File: config.mk
export PLATFORM = sky130hd
export DESIGN_NAME = demux_3b_1to2_reg
export DESIGN_NICKNAME = d
export VERILOG_FILES = /design/src/rtl/demux_3b_1to2_reg_pkg.sv /design/src/rtl/demux_out_slot.sv /design/src/rtl/demux_3b_1to2_reg.sv
export SDC_FILE = /design/constraint.sdc
export NUM_CORES = 1
export LEC_CHECK = 0
export ABC_AREA = 1
export ABC_CLOCK_PERIOD_IN_PS = 1000
export CAP_MARGIN = 10
export CORE_AREA = 2 2 39 41
export CTS_CLUSTER_SIZE = 10
export DETAILED_ROUTE_END_ITERATION = 8
export DIE_AREA = 0 0 41 43
export GPL_TIMING_DRIVEN = 0
export REMOVE_ABC_BUFFERS = 1
export SLEW_MARGIN = 25
export SYNTH_ARGS = -nofsm -noshare
export SYNTH_HDL_FRONTEND = slang
export SYNTH_HIERARCHICAL = 1
export SYNTH_SLANG_ARGS = --single-unit
File: constraint.sdc
create_clock -name clk -period 1 [get_ports clk]
set_input_delay 0.2 -clock clk [delete_from_list [all_inputs] [get_ports clk]]
set_output_delay 0.2 -clock clk [all_outputs]
set_load 0.005 [all_outputs]
File: src/rtl/demux_3b_1to2_reg_pkg.sv
// Shared constants for the registered 1-to-2 demultiplexer.
// Optional feature: define DEMUX_COUNT_EN to add per-output transfer counters
// (out0_count/out1_count, CNT_W bits wide, wrapping). Leave undefined to omit
// both the ports and the counter logic.
package demux_3b_1to2_reg_pkg;
  localparam int   DEMUX_WIDTH = 3;     // default payload width (register index)
  localparam int   DEMUX_CNT_W = 8;     // default counter width
  localparam logic SEL_OUT0    = 1'b0;
  localparam logic SEL_OUT1    = 1'b1;
endpackage

File: src/rtl/demux_out_slot.sv
// One-entry holding register with valid/ready flow control.
// A load may coincide with a drain, so a slot sustains 1 transfer/cycle.
// With DEMUX_COUNT_EN defined, also counts completed drains (wrapping).
module demux_out_slot
  import demux_3b_1to2_reg_pkg::*;
#(
  parameter int WIDTH = DEMUX_WIDTH,
  parameter int CNT_W = DEMUX_CNT_W
) (
  input  logic             clk,
  input  logic             reset,
  input  logic             load,
  input  logic [WIDTH-1:0] load_data,
  input  logic             ready,
  output logic             valid,
  output logic [WIDTH-1:0] data,
`ifdef DEMUX_COUNT_EN
  output logic [CNT_W-1:0] count,
`endif
  output logic             free
);

  // Slot can take new data when empty or being drained this cycle.
  assign free = ~valid | ready;

  // Load wins over drain; drain alone empties the slot but keeps the data.
  always_ff @(posedge clk) begin
    if (reset) begin
      valid <= 1'b0;
      data  <= '0;
    end else if (load) begin
      valid <= 1'b1;
      data  <= load_data;
    end else if (ready) begin
      valid <= 1'b0;
    end
  end

`ifdef DEMUX_COUNT_EN
  // Count completed consumer handshakes; wraps naturally at 2**CNT_W.
  always_ff @(posedge clk) begin
    if (reset)              count <= '0;
    else if (valid & ready) count <= count + 1'b1;
  end
`endif

endmodule

File: src/rtl/demux_3b_1to2_reg.sv
// Registered 1-to-2 demultiplexer: steers in_data to output in_sel through
// two independent one-entry holding registers (demux_out_slot).
// in_ready depends only on in_sel and the selected slot's state/ready, so a
// stalled consumer never blocks the other output.
// Optional feature: DEMUX_COUNT_EN adds out0_count/out1_count drain counters.
module demux_3b_1to2_reg
  import demux_3b_1to2_reg_pkg::*;
#(
  parameter int WIDTH = DEMUX_WIDTH,
  parameter int CNT_W = DEMUX_CNT_W
) (
  input  logic             clk,
  input  logic             reset,
  input  logic             in_valid,
  input  logic [WIDTH-1:0] in_data,
  input  logic             in_sel,
  output logic             in_ready,
  output logic             out0_valid,
  output logic [WIDTH-1:0] out0_data,
  input  logic             out0_ready,
  output logic             out1_valid,
  output logic [WIDTH-1:0] out1_data,
`ifdef DEMUX_COUNT_EN
  output logic [CNT_W-1:0] out0_count,
  output logic [CNT_W-1:0] out1_count,
`endif
  input  logic             out1_ready
);

  localparam int NUM_LANES = 2;

  logic [NUM_LANES-1:0]            load;
  logic [NUM_LANES-1:0]            free;
  logic [NUM_LANES-1:0]            rdy;
  logic [NUM_LANES-1:0]            vld;
  logic [NUM_LANES-1:0][WIDTH-1:0] dat;
`ifdef DEMUX_COUNT_EN
  logic [NUM_LANES-1:0][CNT_W-1:0] cnt;
`endif

  assign rdy      = {out1_ready, out0_ready};
  assign in_ready = (in_sel == SEL_OUT1) ? free[1] : free[0];

  genvar i;
  generate
    for (i = 0; i < NUM_LANES; i++) begin : g_slot
      // Only the selected slot sees the accepted transfer.
      assign load[i] = in_valid & in_ready & (in_sel == 1'(i));

      demux_out_slot #(.WIDTH(WIDTH), .CNT_W(CNT_W)) u_slot (
        .clk       (clk),
        .reset     (reset),
        .load      (load[i]),
        .load_data (in_data),
        .ready     (rdy[i]),
        .valid     (vld[i]),
        .data      (dat[i]),
`ifdef DEMUX_COUNT_EN
        .count     (cnt[i]),
`endif
        .free      (free[i])
      );
    end
  endgenerate

  assign out0_valid = vld[0];
  assign out0_data  = dat[0];
  assign out1_valid = vld[1];
  assign out1_data  = dat[1];
`ifdef DEMUX_COUNT_EN
  assign out0_count = cnt[0];
  assign out1_count = cnt[1];
`endif

endmodule

==> results.toml, run 1 <==
[timing]
relSlewSlack_pct = 81.7
period_needed_ps = 1060
fin_crit_sh_pct = 106
hold_viol = 0
fin_worst_skew_ps = 0.103
worst-slew-pin-transition_ps = 274
fin_tns_setup_ps = -245
slew_viol_final = 0
max_freq_ghz = 0.941
fin_ws_ps = -62.5
rsz0062_at_grt = "true"
finalSetupViolations = 5

[grt]
grt_pass1_wl_um = 1190
grt_use_total_pct = 10.9
antenna_found_initial = 0
grt_overflow = 0
grt_pass1_vias = 329
grt_max_degree = 5

[run_status]
violations = "negative setup slack"
status = "finished with violations"

[final_layout]
final_cell_mix = "13 x nor2_1, 7 x clkbuf_2, 6 x inv_1, 6 x o21ai_0, 6 x dfxtp_2"
drive_gt1_share_pct = 45.6
layout_commonest_cell = "nor2_1"
syn_to_final_growth_pct = 70.1
nNetsFinal = 79
final_util_pct = 38.6
n_antenna_cell = 0

[power]
sw_frac_of_total_pct = 23.6
intPower_uw = 545
p_switching_uw = 168
power_frac_seq_pct = 49.6
cellPowerDensity_nw_per_um2 = 1340
leakagePower_nw = 0.274
power_uw = 714
p_clk_share_pct = 33.6
combPwrFrac_pct = 16.8
peakVddDrop_uv = 681

[synth]
yosysWarningCount = 6
synth_area_leaders = "dfxtp_1 51%, nor2_1 16%, o21ai_0 9.6%"
synthXorXnorAreaFrac_pct = 0
yosys.area_share.simple_pct = 24.3
yosys.area_share.adder_pct = 0
syn_area_um2 = 314
synth_top_area_share_pct = 51.0
synth.avg_cell_area_um2 = 7.30
muxShareOfSynthArea_pct = 0
syn_inst = 43
ys_seq_elements = 8
synth.largest_area_cell = "dfxtp_1"
synth_compound_area_share_pct = 15.1
synth_top_family_by_area = "simple AND/OR/NAND/NOR gates"
synth_sequential_area_ratio_pct = 51.0
yosys.cell_types.count = 9

[worst_setup_path]
cpMostUsedCell = "nand2_2"
critPathKind = "reg -> out"
cp_top_family = "flip-flops"
worstPathRequired_ps = 800
critPathBufInv = 1
cpMaxStageDelayCell = "dfxtp_2"
critical_path_arrival_ps = 860
worstSetupStartpointType = "flop"
worstPathCellList = "nand2_2 -> nand2_2 -> nand2_1 -> buf_2"
cpPeakStageDelay_ps = 330
cp_max_fo = 2
cp-end-kind = "output port"

[floorplanning]
core_area_um2 = 1380
ios = 18
start_util_pct = 22.7
die_h_um = 43
die_w_um = 41
fp-row-count = 14
die_area_um2 = 1760

[detailed_routing]
viasPerCell = 4.25
vias = 357
first_pass_iters = 4
finalWirelength_um = 816
dr.first_iter.drc_count = 9
drc = 0
wire_per_inst_um = 9.71
ant_nets = 0

[cts]
cts_tree = "done"
cts.hold.buffers_added = 0
h-tree-depth = 1
path_clk_slew_ps = 50
cts-buffers-inserted = 3
clk_latency_ps = 250
cts-root-buf = "clkbuf_4"
clockBufferDepth = 2
cts_sinks = 8

[placed_design]
gp_congestion = 0.652
pre_cts_ws_ps = -600
portBuffers = 17
hpwl_um = 548

[run]
max_cap_viol_count = 0

[hold_path]
hold_path_class = "reg -> reg"
==> worst reg2reg max path: cells and delay by family, from the launching register on <==
family | cells | cell delay (ps)
AND/OR/NAND/NOR | 5 | 500
flip-flops | 1 | 320
buffers and inverters | 1 | 100
==> what timing repair did <==
action	4_1_cts	5_1_grt
pin swaps	5	0
buffers inserted	6	0
resized for setup	30	8
endpoints found under the setup margin	17	15
==> logic make-up (layout without fill, tap and decap cells) <==
logic type	count (synthesis)	after routing
flops	8	8
compound gates	8	8
simple gates	19	19
buf+inv	8	33
==> state kept, by name, summed over array words and instances, names as in the netlist <==
name                 count
g_slot.u_slot/data       6
g_slot.u_slot/valid      2
==> Yosys cell counts, drive strengths merged <==
cell   number
nor2       14
dfxtp       8
inv         8
o21ai       6
nand2       5
a21oi       2
==> area by class of cell <==
class / count / area, um2
sequential: 8 / 168
inverter: 8 / 30.0
timing repair buffer: 22 / 163
fill: 165 / 850
clock buffer: 3 / 22.5
tap: 16 / 20.0
multi-input combinational: 27 / 131
==> path summary, 6_finish.rpt <==
| check | start | to | slack [ps] | cells past startpoint |
|---|---|---|---|---|
| worst min register to register | g_slot[1].u_slot/data[1]$_SDFFE_PP0P_ | g_slot[1].u_slot/data[1]$_SDFFE_PP0P_ | 500 | 2 |
| worst min-delay path | g_slot[1].u_slot/data[1]$_SDFFE_PP0P_ | g_slot[1].u_slot/data[1]$_SDFFE_PP0P_ | 500 | 2 |
| worst max register to register | g_slot[1].u_slot/valid$_SDFFE_PP0P_ | g_slot[1].u_slot/data[2]$_SDFFE_PP0P_ | -20 | 6 |
| worst max-delay path | g_slot[0].u_slot/valid$_SDFFE_PP0P_ | in_ready | -60 | 4 |
==> metrics by stage <==
step | area, um2 | hold WS, ps | std cells
5_1_grt | 534 | 529 | 84
2_1_floorplan | 314 | 262 | 43
4_1_cts | 568 | 498 | 84
3_3_place_gp | 504 | 490 | 76
6_report | 534 | 497 | 84
3_5_place_dp | 504 | 485 | 76
==> power by group through the flow <==
stage / sequential (mW) / clock, mW / combinational, mW
3_5_place_dp: 0.357 / 0 / 0.133
6_report: 0.354 / 0.240 / 0.120
2_1_floorplan: 0.358 / 0 / 0.0433
3_3_place_gp: 0.356 / 0 / 0.133
4_1_cts: 0.354 / 0.257 / 0.129
5_1_grt: 0.356 / 0.286 / 0.134
==> per-layer routing <==
metal / global-route usage (%) / share of wire (%)
met1: 11.7 / 42
met2: 14.4 / 45
met3: 5.76 / 13
met4: 10.0 / 0.74
met5: 0 / 0
Note: power is estimated with default switching activity, not from simulation.
==> run 2: changes to the inputs <==
--- a/config.mk
+++ b/config.mk
@@ -9,7 +9,7 @@
 export ABC_CLOCK_PERIOD_IN_PS = 1000
 export CAP_MARGIN = 10
 export CORE_AREA = 2 2 39 41
-export CTS_CLUSTER_SIZE = 10
+export CTS_CLUSTER_SIZE = 20
 export DETAILED_ROUTE_END_ITERATION = 8
 export DIE_AREA = 0 0 41 43
 export GPL_TIMING_DRIVEN = 0
==> results of run 2 <==
Final layout, timing and power as in run 1 (identical DEF).
